### src/rtl/hazard_forward_ctrl_pkg.sv
// Shared definitions for the EX-stage forwarding / load-use hazard controller.
package hazard_forward_ctrl_pkg;

   // Register-specifier width of the shadow entries; the top's REG_W must match.
   localparam int SHADOW_REG_W = 5;

   // Forward select encoding for the EX operand muxes (2'h3 is never driven).
   localparam logic [1:0] FWD_REG   = 2'h0;
   localparam logic [1:0] FWD_WB    = 2'h1;
   localparam logic [1:0] FWD_EXMEM = 2'h2;

   // Architectural zero register: never forwarded, never causes a stall.
   localparam logic [SHADOW_REG_W-1:0] REG_ZERO = '0;

   // Destination info for one pipeline stage (ID/EX or EX/MEM).
   typedef struct packed {
      logic                    valid;
      logic [SHADOW_REG_W-1:0] dest;
      logic                    wr;
      logic                    ld;
   } shadow_t;

   // True when the stage entry will write register r and r is not $0.
   function automatic logic writes_reg(shadow_t e, logic [SHADOW_REG_W-1:0] r);
      return e.valid && e.wr && (e.dest == r) && (r != REG_ZERO);
   endfunction

endpackage

### src/rtl/hazard_forward_ctrl_fwd_select.sv
// Priority comparator choosing the operand source for one EX operand.
module fwd_select
   import hazard_forward_ctrl_pkg::*;
(
   input  logic [SHADOW_REG_W-1:0] src,
   input  shadow_t                 s_ex,
   input  shadow_t                 s_mem,
   output logic [1:0]              sel
);

   // A load sitting in ID/EX has no result yet; the hazard stall keeps its
   // consumer out of EX, so excluding it here only guards an impossible case.
   logic unused_mem_ld;
   assign unused_mem_ld = s_mem.ld;

   // Youngest producer wins: EX/MEM result before WB data before the register file.
   always_comb begin
      sel = FWD_REG;
      if (writes_reg(s_ex, src) && !s_ex.ld) begin
         sel = FWD_EXMEM;
      end else if (writes_reg(s_mem, src)) begin
         sel = FWD_WB;
      end
   end

endmodule

### src/rtl/hazard_forward_ctrl.sv
// Forwarding-select and load-use hazard controller for the EX stage.
// Keeps a shadow of the ID/EX and EX/MEM destination info, registers the
// operand-A/B forward selects on the edge an instruction enters EX, and
// stalls/bubbles on a load-use dependency with a saturating stall counter.
module hazard_forward_ctrl
   import hazard_forward_ctrl_pkg::*;
#(
   parameter int REG_W = 5,
   parameter int CNT_W = 32
) (
   input  logic             clk,
   input  logic             rst,
   input  logic             id_valid,
   input  logic [REG_W-1:0] id_rs,
   input  logic [REG_W-1:0] id_rt,
   input  logic             id_uses_rt,
   input  logic [REG_W-1:0] id_dest,
   input  logic             id_reg_write,
   input  logic             id_mem_read,
   input  logic             flush,
   input  logic             hold,
   output logic [1:0]       forward_a,
   output logic [1:0]       forward_b,
   output logic             stall,
   output logic             bubble,
   output logic [CNT_W-1:0] stall_count
);

   shadow_t          s_ex;
   shadow_t          s_mem;
   shadow_t          id_entry;
   logic [REG_W-1:0] src_b;
   logic [1:0]       sel_a;
   logic [1:0]       sel_b;
   logic             hazard;

   // Operand B only depends on rt when the instruction actually reads it.
   assign src_b = id_uses_rt ? id_rt : REG_ZERO;

   // Load in ID/EX whose result the ID instruction needs: wait one cycle.
   always_comb begin
      hazard = id_valid && s_ex.valid && s_ex.ld && (s_ex.dest != REG_ZERO) &&
               ((s_ex.dest == id_rs) || (id_uses_rt && (s_ex.dest == id_rt)));
   end

   // A flush kills the ID instruction, so it overrides the stall.
   assign stall  = hazard && !flush;
   assign bubble = stall || flush;

   // What enters ID/EX on the next advancing edge; a bubble clears valid.
   assign id_entry = '{valid: id_valid && !stall && !flush,
                       dest:  id_dest,
                       wr:    id_reg_write,
                       ld:    id_mem_read};

   fwd_select u_fwd_a (
      .src   (id_rs),
      .s_ex  (s_ex),
      .s_mem (s_mem),
      .sel   (sel_a)
   );

   fwd_select u_fwd_b (
      .src   (src_b),
      .s_ex  (s_ex),
      .s_mem (s_mem),
      .sel   (sel_b)
   );

   // Advance shadows, register selects for the EX instruction, count stalls.
   always_ff @(posedge clk or posedge rst) begin
      if (rst) begin
         s_ex        <= '0;
         s_mem       <= '0;
         forward_a   <= FWD_REG;
         forward_b   <= FWD_REG;
         stall_count <= '0;
      end else if (!hold) begin
         s_mem     <= s_ex;
         s_ex      <= id_entry;
         forward_a <= id_entry.valid ? sel_a : FWD_REG;
         forward_b <= id_entry.valid ? sel_b : FWD_REG;
         if (stall && (stall_count != {CNT_W{1'b1}})) begin
            stall_count <= stall_count + CNT_W'(1);
         end
      end
   end

endmodule
### config.mk
export PLATFORM = sky130hd
export DESIGN_NAME = hazard_forward_ctrl
export DESIGN_NICKNAME = d
export VERILOG_FILES = /design/src/rtl/hazard_forward_ctrl_pkg.sv /design/src/rtl/hazard_forward_ctrl_fwd_select.sv /design/src/rtl/hazard_forward_ctrl.sv
export SDC_FILE = /design/constraint.sdc
export NUM_CORES = 1
export LEC_CHECK = 0
export CORE_MARGIN = 3
export CORE_UTILIZATION = 35
export DETAILED_ROUTE_END_ITERATION = 16
export HOLD_SLACK_MARGIN = 0.06
export PLACE_DENSITY = 0.64
export SETUP_SLACK_MARGIN = 0.15
export SLEW_MARGIN = 10
export SYNTH_ARGS = -nofsm -noshare
export SYNTH_HDL_FRONTEND = slang
export SYNTH_HIERARCHICAL = 1
export SYNTH_SLANG_ARGS = --single-unit
### constraint.sdc
create_clock -name clk -period 2.7 [get_ports clk]
set_clock_uncertainty 0.2 [all_clocks]
set_input_delay 0.405 -clock clk [delete_from_list [all_inputs] [get_ports clk]]
set_output_delay 0.405 -clock clk [all_outputs]
set_load 0.05 [all_outputs]
### Yosys cells after proc, flatten, opt, wreduce, memory -nomap -nowiden

Index checks and enable logic that the tools add are counted.

| storage, ports and cells | value |
|---|---|
| flip-flop bits (word level) | 51 |
| input bits | 23 |

| cells by class | value |
|---|---|
| add/subtract/negate cells | 1 |
| equality and inequality tests | 6 |
| muxes and demuxes | 7 |
| bitwise gates (word level) | 1 |
| reductions and logical operators | 30 |

Operators by type and width:

| operator | number |
|---|---|
| adder 32 x 1 -> 32 bit, second input constant | 1 |
| inequality test 32 bit, second input constant | 1 |
| equality test 5 bit | 5 |
| logical AND 1 bit | 21 |
| nonzero test 5 bit | 3 |
| two-way mux 2 bit | 4 |
| two-way mux 5 bit | 1 |
| logical NOT 1 bit | 3 |
| logical OR 1 bit | 2 |
| two-way mux 1 bit | 2 |
| AND reduction 2 bit | 1 |
| NOT 1 bit | 1 |

### Logic depth before layout (Yosys ltp)

Gate-level depths: netlist (run 1).

| logic depth | value |
|---|---|
| depth after elaboration | 9 |
| mapped depth | 8 |

### Hierarchy

The synthesis (run 1) kept the hierarchy.

Modules (own cells, without submodules):

| module | times used | cells an instance | area an instance (µm²) |
|---|---|---|---|
| hazard_forward_ctrl | 1 | 214 | 2575.0 |
| fwd_select | 2 | 18 | 157.7 |

### Worst setup path after synthesis (run 1)

Ideal clock, no wire load.

| timing | value |
|---|---|
| path type | flip-flop to flip-flop |
| from | register stall_count[22] |
| to | register stall_count[1] |
| arrival | 2.179 ns |
| data required time | 2.372 ns |
| slack | 0.193 ns |
| stages on the path, launching flop included | 7 |
| buffers on the path | 1 |
| clock period less this slack | 2.507 ns |
| cell sequence | dfrtp_1 > nand4_2 > nor4_4 > a2111oi_2 > nand2_2 > buf_6 > mux2_1 |

| on the way | value |
|---|---|
| longest elaborated chain between the ends | 3 |

Ends and longest elaborated chain:

| element | RTL line | RTL |
|---|---|---|
| start, declared | hazard_forward_ctrl.sv:26 | `output logic [CNT_W-1:0] stall_count` |
| start signal, assigned | hazard_forward_ctrl.sv:84 | `stall_count <= stall_count + CNT_W'(1);` |
| inequality test 32 bit | hazard_forward_ctrl.sv:83 | `if (stall && (stall_count != {CNT_W{1'b1}})) begin` |
| logical AND 1 bit | hazard_forward_ctrl.sv:83 |  |
| AND reduction 2 bit (no source line) | - |  |

No other way between the ends.
A chain may end at the register's enable or synchronous reset.

### Worst setup path in the final report (run 1)

| timing | value |
|---|---|
| from | register, netlist name s_ex[3] |
| to | output bubble |

| on the way | value |
|---|---|
| longest elaborated chain between the ends | 6 |

Ends and longest elaborated chain:

| element | RTL line | RTL |
|---|---|---|
| equality test 5 bit | hazard_forward_ctrl.sv:43 | `((s_ex.dest == id_rs) \|\| (id_uses_rt && (s_ex.dest == id_rt)));` |
| logical AND 1 bit | hazard_forward_ctrl.sv:43 |  |
| logical OR 1 bit | hazard_forward_ctrl.sv:43 |  |
| logical AND 1 bit * | hazard_forward_ctrl.sv:42 | `hazard = id_valid && s_ex.valid && s_ex.ld && (s_ex.dest != REG_ZERO) &&` |
| logical AND 1 bit * | hazard_forward_ctrl.sv:47 | `assign stall = hazard && !flush;` |
| logical OR 1 bit * | hazard_forward_ctrl.sv:48 | `assign bubble = stall \|\| flush;` |
| end, declared | hazard_forward_ctrl.sv:25 | `output logic bubble,` |

Mark *: on every way between the ends. The rest lies on a longest branch, timed or not.

==> results of run 1 <==
[timing repair]
item | CTS | global route
setup endpoints to repair | 1 | 3
pin swaps | 0 | 3
setup buffers | 0 | 1
resized for setup | 2 | 3
[metal layers]
layer  vias up  routed length, µm  track usage (%)
met4         0                 62             2.80
li1       1049                  -                -
met2        40               2950             22.3
met3         7                352             3.91
met1      1016               3160             21.6
met5         -                  0                0
[cell type report]
class	count	area share (%)
repair buffers	76	19.8
inverters	4	0.394
clock buffers	7	2.53
flip-flops and latches	51	33.5
clock inverters	1	0.197
well taps	102	3.35
multi-input cells	187	40.2
[state kept, by name, summed over array words and instances (netlist names)]
signal,flops
forward_b,2
stall_count,32
s_ex,8
forward_a,2
s_mem,7
[worst max path at each step]
stage / start / end
floorplan: stall_count[22] / stall_count[1]
global placement: id_rt[3] / stall
detailed placement: id_rt[0] / stall
CTS: s_ex[6] / stall
global route: s_ex[6] / bubble
finish: s_ex[3] / bubble
[metrics by stage]
step,setup WS (ns),hold slack [ns],utilization [%]
after detailed placement,0.143,0.281,47.2
after floorplan,0.193,0.292,-
after CTS,0.177,0.124,48.5
after global routing,0.144,0.137,48.9
final,0.240,0.126,48.9
after global placement,0.140,0.279,47.2
[critical path, cell delays in order, from the launching register on]
cell	delay [ns]
sky130_fd_sc_hd__dfrtp_1	0.38
sky130_fd_sc_hd__or4_1	0.54
sky130_fd_sc_hd__o21ai_2	0.20
sky130_fd_sc_hd__nand2b_4	0.17
sky130_fd_sc_hd__nand2b_1	0.09
sky130_fd_sc_hd__buf_12	0.16
[power by group through the flow]
stage          clock (W)  combinational (W)  sequential [W]
2_1_floorplan          0           0.000129        0.000841
3_3_place_gp           0           0.000231        0.000837
3_5_place_dp           0           0.000235        0.000837
4_1_cts         0.000505           0.000236        0.000823
5_1_grt         0.000530           0.000257        0.000828
6_report        0.000482           0.000237        0.000822
[placed cells by master, fill, tap and decap left out, types with 4 or more instances in the layout]
master                             n
sky130_fd_sc_hd__nor3_2            7
sky130_fd_sc_hd__nor4_1            4
sky130_fd_sc_hd__xor2_1           21
sky130_fd_sc_hd__nand3_2           4
sky130_fd_sc_hd__and3_1           10
sky130_fd_sc_hd__nor3_1            6
sky130_fd_sc_hd__xnor2_1          40
sky130_fd_sc_hd__nand3_1           5
sky130_fd_sc_hd__and2_1            5
sky130_fd_sc_hd__dfrtp_1          50
sky130_fd_sc_hd__mux2_2           14
sky130_fd_sc_hd__nand4_1          19
sky130_fd_sc_hd__a22o_1            4
sky130_fd_sc_hd__buf_4            14
sky130_fd_sc_hd__nor2_1            7
sky130_fd_sc_hd__clkdlybuf4s50_1  58
sky130_fd_sc_hd__clkbuf_8          7
sky130_fd_sc_hd__nand2_1          10
==> results.md, run 1 <==
Die:
- Measured along the x axis, the die boundary spans 96.3 µm.
- The count of boundary I/O pins is 61.
- The die extent in y is 96.3 µm.
- The number of placement rows is 32.
- The starting density of the core is 36.6%.
- The total die area is 9270 µm².
- The core region area is 7810 µm².

Setup path:
- In this run the register-to-register setup slack is 0.32 ns.
- The kind of end point of the critical path is an output pin.
- The endpoint identified for the worst register-to-register timing path is stall_count[1].
- The count of cells along the worst register-to-register path is 7.
- The kind of start point of the critical path is a flop.
- The startpoint of the worst register-to-register path is stall_count[26].
- The critical path in this run is classified as flop to output pin.
- The required time of the critical path is 2.10 ns.
- The top fanout value on the critical path is 3.
- At the worst endpoint, the arrival time is 1.85 ns.

Pwr:
- The total chip power is 0.00154 W.
- Combinational logic is responsible for 15.4% of the overall power.
- In this run the power density over the cells is 404 nW/µm².
- The static leakage is 1.62 nW.
- The worst IR drop on VDD is 0.000216 V.
- The switching part of the total is 25.1%.
- Cell internal power was estimated by the tool at 0.00115 W.
- The sequential fraction of design power is 53.3%.
- The switching power is 0.000387 W.
- Of the total power, the clock network draws 31.3%.

Timing:
- The setup TNS after final layout is 0 ns.
- The final count of pins violating max slew is 0.
- In this run the tightest slew margin relative to its limit is 63.0%.
- The final-report setup violation count is 0.
- The number of endpoints with negative hold slack in the final report is 0.
- The actual slew at the worst max-slew pin is 0.550 ns.
- Timing would allow up to 407 MHz.
- Setup repair after global routing left no endpoint under its margin.
- The clock period minus final worst setup slack is 2.46 ns.
- The final worst-path cycle share is 91.1%.

Job:
- The max-capacitance violation count is 0.

Drt:
- The number of detailed-route iterations in the first pass is 4.
- Summed over all layers, the routed wires come to 6520 µm.
- In the routed design, unresolved DRC markers number 0.
- Once detail routing completed, the nets flagged for antenna violations numbered 0.
- Using the TritonRoute via totals, the vias-per-cell ratio works out to 4.93.
- The wire length per cell is 15.2 µm.
- The via total after detailed routing is 2,112.
- The number of DRC violations after detailed-routing iteration 0 is 51.

Global routing:
- The largest net degree at the start of global routing is 43.
- The global-route usage over all layers is 14.8%.
- The initial antenna violation count is 0.
- The via count of the first global-routing pass is 2,161.
- The wire length of the first global-routing pass is 10,600 µm.
- Global routing finished with a remaining overflow of 0.

Clocking:
- In this run the deepest clock path goes through 2 buffers.
- CTS placed an instance of sky130_fd_sc_hd__clkbuf_8 at the clock tree root.
- The number of buffers created by CTS is 5.
- The clock network latency to the later pin of the worst-skew pair is 0.31 ns.
- The TritonCTS clock tree is done.
- The H-tree was split into 2 levels.
- The cts-stage hold buffer count is 0.
- CTS saw 51 sinks.
- Clock-pin slew was measured on the worst setup and hold paths at 0.09 ns.

Finish:
- Summing all flip-flop and latch instances after layout gives 1280 µm².
- The number of nets at the end of the flow is 349.
- Compared with the post-synthesis result, the final layout area differs by 33.7%.
- 0 antenna diodes ended up in the layout.
- Fill cells in the final layout number 730.
- Summing all multi-input logic gate instances after layout gives 1530 µm².
- The post-route non-filler standard cell count is 428.
- The fraction of layout instances using a drive strength above 1 is 21.5%.
- Summing all non-filler instances in the final layout gives an area of 3810 µm².

Placed design:
- The sum of net half-perimeters after detailed placement is 4990 µm.
- Once placement completed, the tool counted placed cells totaling 419.
- The count of buffers added on input and output ports is 60.
- The congestion estimate from routability-driven global placement came to 0.755.
- Once placement finished, the instance area stood at 3680 µm².

Logic synthesis:
- Counting every net in the synthesized netlist gives 272.
- The synthesized netlist occupies a cell area of 2850 µm².
- Yosys printed 6 warnings.
- The synthesized area divided by synthesized cell count is 11.5 µm².
- After technology mapping, the gate count stands at 248.

Hold path:
- The type of the most critical hold path is input port to asynchronous set/reset pin.

Status:
- The run finished with clean final reports.
Power figures use the tool's default switching activity.
==> run 2, diff against run 1 <==
--- a/config.mk
+++ b/config.mk
@@ -6,10 +6,10 @@
 export NUM_CORES = 1
 export LEC_CHECK = 0
 export CORE_MARGIN = 3
-export CORE_UTILIZATION = 35
+export CORE_UTILIZATION = 30
 export DETAILED_ROUTE_END_ITERATION = 16
 export HOLD_SLACK_MARGIN = 0.06
-export PLACE_DENSITY = 0.64
+export PLACE_DENSITY = 0.58
 export SETUP_SLACK_MARGIN = 0.15
 export SLEW_MARGIN = 10
 export SYNTH_ARGS = -nofsm -noshare
==> run 2 against run 1 <==
Clock power shrank 11%; die area grew 16%; global-route usage shrank 1.7 points; worst hold slack gained 0.12 ns; critical path depth grew 3; sequential power grew 0.9%; critical path type is now input port to output pin; largest power group unchanged.
==> results.md, run 2 (synthesis gave the netlist of run 1 again) <==
Status:
- The flow ran to the end, and the final reports show no timing, DRC or antenna violations.

Placed design:
- The global placer's final weighted congestion is 0.783 (+3.7%).
- The quantity of I/O buffers inserted on ports is 60 (unchanged).
- The sum of net half-perimeters after detailed placement is 5070 µm (+1.7%).

Pwr:
- The share of total power in the clock network is 28.9% (-2.4 points).
- The total power divided by cell area is 388 nW/µm² (-4.1%).
- The static leakage is 1.63 nW (+0.26%).
- The combinational power share came to 15.5% (about the same).
- The sequential fraction of design power is 55.7% (+2.4 points).
- The total internal power came to 0.00110 W (-4.5%).
- The switching power is 0.000387 W (about the same).
- The switching part of the total is 26.0% (+0.89 points).
- The worst IR drop on VDD came to 0.000228 V (+5.9%).

Timing:
- Setup repair after global routing could not meet its margin everywhere.
- The actual slew at the worst max-slew pin is 0.533 ns (-0.0169 ns).
- The final-report setup violation count was 0 (unchanged).
- The final worst-path cycle share came to 91.3% (+0.16 points).
- The relative max-transition margin was 64.2% (+1.1 points).
- The setup TNS after final layout is 0 ns (unchanged).
- The final count of pins violating max slew came to 0 (unchanged).
- The number of endpoints with negative hold slack in the final report was 0 (unchanged).
- The worst hold slack after final layout is 0.250 ns (+0.123 ns).
- The clock period minus final worst setup slack is 2.46 ns (+0.00434 ns).
- The maximum clock frequency came to 406 MHz (-0.18%).

Global routing:
- The remaining global-route overflow was 0 (unchanged).
- The wire length of the first global-routing pass is 11,700 µm (+10%).
- The global-route usage over all layers is 13.1% (-1.7 points).
- The initial antenna violation count is 0 (unchanged).
- The via count of the first global-routing pass is 2,216 (+2.5%).
- The largest net degree at the start of global routing was 32 (-26%).

Job:
- The max-capacitance violation count is 0 (unchanged).

Setup path:
- The register-to-register setup slack is 0.35 ns (+0.03 ns).
- The critical path data arrival time is 1.86 ns (about the same).
- The required time of the critical path came to 2.10 ns (about the same).
- The kind of start point of the critical path is an input port.
- The worst setup path is captured at an output pin.
- The category of the critical setup timing path is input port to output pin.
- The top fanout value on the critical path came to 4 (+1).

Drt:
- The total DRC errors in the routed layout is 0 (unchanged).
- The number of DRC violations after detailed-routing iteration 0 is 82 (+61%).
- The average vias per placed instance is 4.74 (-3.9%).
- The via total after detailed routing was 2,144 (+1.5%).
- The number of detailed-route iterations in the first pass is 4 (unchanged).
- The wire length after detailed routing came to 6710 µm (+2.8%).
- The wire length per cell is 14.8 µm (-2.7%).
- The number of nets with antenna violations after detailed routing came to 0 (unchanged).

Finish:
- In the layout the commonest cells are sky130_fd_sc_hd__clkdlybuf4s50_1, sky130_fd_sc_hd__dfrtp_1, sky130_fd_sc_hd__xnor2_1.
- The register with the most flip-flops in the final layout is stall_count.
- The largest registers in the layout are stall_count: 32 flops, s_ex: 8 flops, s_mem: 7 flops.
- The growth of design area from synthesis to finish is 34.6%.
- The area taken by flip-flops and latches is 1280 µm² (+0.20%).
- The antenna diode instance count came to 0 (unchanged).
- The number of nets at the end of the flow is 349 (unchanged).
- The multi-input gate area in the final layout is 1540 µm² (+0.65%).
- Leaving out fill and tap cells, the most frequent cell in the layout is sky130_fd_sc_hd__clkdlybuf4s50_1.
- The fraction of layout instances using a drive strength above 1 came to 22.1% (+0.61 points).
- The flip-flop count of the largest register after layout is 32 (unchanged).
- The count of fill cells added during filler insertion is 877 (+20%).

Hold path:
- The type of the most critical hold path is input port to asynchronous set/reset pin.

Clocking:
- TritonCTS built the clock tree.
- The clock-pin slew reported for the worst setup and hold paths after clock tree synthesis is 0.09 ns (about the same).
- The number of clock sinks seen by CTS is 51 (unchanged).
- The deepest clock path buffer count is 2 (unchanged).
- Clock tree synthesis selected as its root buffer the cell sky130_fd_sc_hd__clkbuf_8.
- The number of levels in the clock H-tree is 2 (unchanged).
- The clock network latency to the later pin of the worst-skew pair is 0.30 ns (about the same).
- The cts-stage hold buffer count is 0 (unchanged).
- The number of buffers created by CTS is 5 (unchanged).

Die:
- The number of placement rows came to 34 (+6.3%).
- The die boundary width was 104 µm (+7.5%).
- The count of boundary I/O pins came to 61 (unchanged).
- The core region area is 8980 µm² (+15%).
- The die extent in y was 104 µm (+7.5%).
- The starting density of the core is 31.8% (-4.8 points).
- The total die area was 10,700 µm² (+16%).
run 2: final cells by class:
cell class	instances	area share [%]
Multi-Input combinational cell	187	40.2
Sequential cell	51	33.3
Timing Repair Buffer	76	19.7
Tap cell	126	4.10
Clock buffer	5	1.79
Clock inverter	3	0.521
Inverter	4	0.391
run 2: power groups by stage:
stage	clock [W]	sequential [W]	combinational, W
6_report	0.000430	0.000829	0.000231
5_1_grt	0.000489	0.000835	0.000254
4_1_cts	0.000459	0.000831	0.000225
3_5_place_dp	0	0.000846	0.000223
3_3_place_gp	0	0.000845	0.000220
2_1_floorplan	0	0.000841	0.000129
run 2: stage by stage:
step	instances	cell area (µm²)	setup slack (ns)	utilization (%)	total power, W
floorplan	248	2850	0.193	-	0.000969
global placement	442	3700	0.0641	41.3	0.00107
detailed placement	442	3700	0.0254	41.3	0.00107
CTS	450	3810	0.156	42.4	0.00152
global route	452	3840	0.147	42.8	0.00158
finish	452	3840	0.236	42.8	0.00149
run 2: worst paths after layout:
kind | startpoint | endpoint | cells after the start
max | id_rt[0] | bubble | 8
min | rst | stall_count[15] | 2
max reg2reg | stall_count[0] | stall_count[25] | 8
min reg2reg | stall_count[31] | stall_count[31] | 1
max in group asynchronous | rst | stall_count[1] | 3
min in group clk | stall_count[31] | stall_count[31] | 1
run 2: per-layer routing:
metal	vias to the layer above	global-route usage (%)	wire (µm)
met5	-	0	0
met4	0	3.42	72
met3	6	2.74	292
met2	43	19.3	2940
met1	1048	19.7	3400
li1	1047	-	-
run 2: worst max-delay path: stages:
cell and delay [ns]:
sky130_fd_sc_hd__clkdlybuf4s50_1 0.49, sky130_fd_sc_hd__xnor2_1 0.12, sky130_fd_sc_hd__nand4_1 0.15, sky130_fd_sc_hd__o22ai_2 0.19, sky130_fd_sc_hd__buf_6 0.16, sky130_fd_sc_hd__nand2b_4 0.07
sky130_fd_sc_hd__nand2b_1 0.12, sky130_fd_sc_hd__buf_12 0.15
run 2: timing repair:
item                       CTS  global route
setup endpoints to repair    2             9
buffers inserted             0             2
pin swaps                    0             4
gates resized for setup      5             4
==> variant 1, RTL diff (config.mk and constraints of run 2) <==
Change the package constant `REG_ZERO` from '0 to 1.
--- a/src/rtl/hazard_forward_ctrl_pkg.sv
+++ b/src/rtl/hazard_forward_ctrl_pkg.sv
@@ -11,5 +11,5 @@
 
    // Architectural zero register: never forwarded, never causes a stall.
-   localparam logic [SHADOW_REG_W-1:0] REG_ZERO = '0;
+   localparam logic [SHADOW_REG_W-1:0] REG_ZERO = 1;
 
    // Destination info for one pipeline stage (ID/EX or EX/MEM).
Behaviour: not the same (Yosys sat finds a counterexample within 4 cycles, from zero or initial values and one cycle with rst high).
==> variant 1 against run 2 <==
  * Power up 7.5%
  * Non-clock buffer count rose by 14
  * Design area rose by 8.6%
  * Synthesized area down 3.4%
  * Wire length increased by 12%
  * Sequential cell count unchanged
  * Combinational power increased by 13%
  * Setup slack got worse by 0.16 ns
  * Highest routed layer unchanged
==> variant 1: results <==
metrics = {
    "cts": {
        "clock_latency_ns": 0.30,
        "cts_resized": 16,
        "post_cts_buffers": 2,
        "cts_buffer_depth": 2,
        "cts-root-buf": "clkbuf_8",
        "h-tree-depth": 2,
        "numCtsBuffers": 5,
        "path_clk_slew_ns": 0.09,
    },
    "timing": {
        "slew_headroom_pct": 6.76,
    },
    "power_and_ir_drop": {
        "p_leak_nw": 2.05,
        "p_int_mw": 1.20,
        "p_clk_uw": 517,
        "peakVddDrop_uv": 173,
        "p_comb_uw": 260,
    },
    "logic_synthesis": {
        "synth.avg_cell_area_um2": 10.7,
        "ys_warn_count": 6,
        "synth_nets": 282,
    },
    "route": {
        "dr.first_iter.drc_count": 39,
        "drt-pass1-iter-count": 4,
        "wl_per_cell_um": 16.5,
        "totalWireLength_mm": 7.53,
        "viasPerCell": 5.03,
    },
    "place": {
        "dp_hpwl_mm": 5.16,
        "io_buffer_count": 60,
        "dp.cells": 441,
        "place_congestion": 0.880,
    },
    "layout": {
        "drive_above_1_share_pct": 27.3,
        "antenna_cells": 0,
        "nNetsFinal": 372,
        "largestRegisters": "stall_count x32, s_ex x8, s_mem x7",
    },
    "grt": {
        "antenna_found_initial": 0,
        "grt_max_degree": 33,
        "grt_first_pass_wirelength_mm": 11.6,
        "grt_pass1_vias": 2274,
        "grt_usage_pct": 14.0,
    },
    "setup_path": {
        "cp.arrival_ns": 2.65,
        "crit_fanout": 8,
    },
    "status": {
        "status": "complete, no violations",
    },
    "worst_hold_path": {
        "min_path_type": "in -> async",
    },
}
[variant 1: layout make-up]
cell class	count	area, um2
clock buffers	6	72.6
fillers	805	4630
multi-input cells	194	1740
repair buffers	90	896
well taps	108	135
clock inverters	1	30.0
flip-flops and latches	51	1280
inverters	6	22.5
[variant 1: critical path: stages, from the launching register on]
cell and delay (ns):
dfrtp_1 0.41, buf_4 0.15, xor2_1 0.16, nor3_2 0.21, a32oi_1 0.13, or4_4 0.65, clkbuf_16 0.22, nor4_2 0.24
xor2_1 0.18
[variant 1: metal layers]
layer	vias to the layer above	GRT usage, %	part of all wire, %
met5	-	0	0
met4	0	2.72	0.68
met3	5	3.00	4.3
met2	50	23.6	50
met1	1151	18.7	45
li1	1087	-	-
[variant 1: through the flow]
| stage | instance area (um2) | util, % | worst slack, ns | hold slack [ns] | power, mW |
|---|---|---|---|---|---|
| finish | 4170 | 47.4 | 0.0775 | 0.225 | 1.60 |
| global route | 4170 | 47.4 | -0.0280 | 0.254 | 1.68 |
| detailed placement | 3660 | 41.6 | -0.351 | 0.292 | 1.09 |
| CTS | 3830 | 43.5 | 0.110 | 0.243 | 1.62 |
| floorplan | 2770 | - | 0.199 | 0.299 | 0.978 |
| global placement | 3660 | 41.6 | -0.314 | 0.288 | 1.09 |
[variant 1: worst paths after layout]
check	to	cells past startpoint	from	slack [ns]
min in group clk	stall_count[29]	1	stall_count[29]	0.31
max in group asynchronous	s_ex[6]	3	rst	1.52
min	s_mem[2]	2	rst	0.22
min reg2reg	stall_count[29]	1	stall_count[29]	0.31
max reg2reg	stall_count[25]	8	s_ex[5]	0.08
max	stall_count[25]	8	s_ex[5]	0.08
==> variant 2, RTL diff (config.mk and constraints of run 2) <==
Made on the original files. Reset style: synchronous (`rst`), changed in one clocked block.
--- a/src/rtl/hazard_forward_ctrl.sv
+++ b/src/rtl/hazard_forward_ctrl.sv
@@ -69,5 +69,5 @@
 
    // Advance shadows, register selects for the EX instruction, count stalls.
-   always_ff @(posedge clk or posedge rst) begin
+   always_ff @(posedge clk) begin
       if (rst) begin
          s_ex        <= '0;
Behaviour: differs if rst is asserted again (counterexample within 4 cycles, from zero or initial values and one cycle with rst high); with rst held inactive, the same outputs for 10 cycles.
==> variant 2 against run 2 <==
  * Cell count is 15% higher
  * Wire length up 13%
  * Combinational power decreased by 19%
  * Synthesized area fell by 0.96%
  * Synthesized cell count grew 29%
  * Clock power grew 12%
  * Via count increased by 26%
  * Design area rose by 3.1%
  * Sequential cell count unchanged
  * Setup slack lost 0.023 ns
  * Power decreased by 3.1%
  * Largest cell class unchanged
  * Highest routed layer unchanged
==> variant 2: results <==
metrics = {
    "grt": {
        "grt_usage_pct": 14.5,
        "grt_pass1_vias": 2601,
        "grt_max_degree": 22,
        "antenna_found_initial": 0,
        "grt_first_pass_wirelength_mm": 12.4,
    },
    "setup_path": {
        "r2r_start": "stall_count[1]",
        "cp.arrival_ns": 1.88,
        "rr_worst_depth": 7,
        "r2r-end": "stall_count[13]",
        "worstSetupEndpoint": "stall",
        "critPathLaunch": "s_ex[4]",
        "reg2reg_setup_slack_ns": 0.31,
        "crit_fanout": 5,
    },
    "layout": {
        "largestRegisters": "stall_count x32, s_ex x8, s_mem x7",
        "antenna_cells": 0,
        "num-fill-cells": 902,
        "nNetsFinal": 434,
        "drive_above_1_share_pct": 21.7,
    },
    "route": {
        "highest_layer": "met4",
        "dr_wl_met3_um": 309,
        "dr_wl_met2_mm": 3.63,
        "drt-pass1-iter-count": 4,
        "wl_met1_mm": 3.54,
        "num_vias": 2698,
        "dr.first_iter.drc_count": 74,
        "totalWireLength_mm": 7.58,
    },
    "timing": {
        "worst_pin_slew_ns": 0.601,
    },
    "logic_synthesis": {
        "synth_nets": 345,
        "ys_warn_count": 6,
    },
    "cts": {
        "h-tree-depth": 2,
        "path_clk_slew_ns": 0.10,
        "numCtsBuffers": 5,
        "cts_buffer_depth": 2,
        "cts-root-buf": "clkbuf_8",
        "clock_latency_ns": 0.32,
    },
    "worst_hold_path": {
        "min_path_type": "reg -> reg",
        "holdPathStages": 1,
        "hold_start": "forward_b[0]",
    },
    "status": {
        "status": "complete, no violations",
    },
    "place": {
        "place_congestion": 0.858,
        "dp_hpwl_mm": 5.67,
        "io_buffer_count": 60,
    },
    "power_and_ir_drop": {
        "peakVddDrop_uv": 211,
        "p_leak_nw": 1.42,
    },
}
==> variant 2: repair_timing <==
item	in CTS	in global routing
pin swaps	5	8
setup buffers	1	4
hold buffers	0	0
setup endpoints to repair	6	8
resized for setup	17	15
==> variant 2: cell type report <==
type,count,area share [%]
Timing Repair Buffer,94,21.8
Inverter,6,0.569
Sequential cell,51,26.5
Multi-Input combinational cell,252,45.2
Clock buffer,6,2.09
Clock inverter,2,0.411
Tap cell,108,3.41
==> variant 2: routing by layer <==
metal  vias to the layer above  track usage (%)
li1                       1362                -
met1                      1284             19.1
met2                        45             24.3
met3                         7             3.11
met4                         0             3.49
met5                         -                0
==> variant 2: where the power goes <==
group / internal, mW / leakage (nW) / switching [mW]
combinational: 0.0998 / 0.948 / 0.0875
clock: 0.210 / 0.0474 / 0.271
sequential: 0.760 / 0.421 / 0.0157
total: 1.07 / 1.42 / 0.374
==> variant 2: worst min-delay path by stage <==
stage / end / slack (ns)
2_1_floorplan: s_mem[7] / 0.29
6_report: forward_b[0] / 0.29
5_1_grt: forward_b[0] / 0.31
4_1_cts: forward_b[0] / 0.29
3_5_place_dp: forward_b[0] / 0.27
3_3_place_gp: forward_b[1] / 0.27
==> variant 2: per-stage QoR <==
stage	power [mW]	utilization [%]	setup slack, ns	cell area (um2)	std cells
after floorplan	0.889	-	0.151	2840	321
after global placement	0.969	42.0	-0.139	3750	506
after detailed placement	0.971	42.0	-0.194	3750	506
after CTS	1.44	43.2	0.152	3860	515
after global routing	1.51	44.3	0.0470	3960	519
final	1.44	44.3	0.213	3960	519
==> variant 2: critical path, cell delays in order, from the launching register on <==
cell	delay, ns
dfxtp_4	0.38
xnor2_2	0.14
nand3_2	0.11
o32ai_4	0.31
and2_4	0.19
nand4_1	0.14
nor2_2	0.16
buf_12	0.15
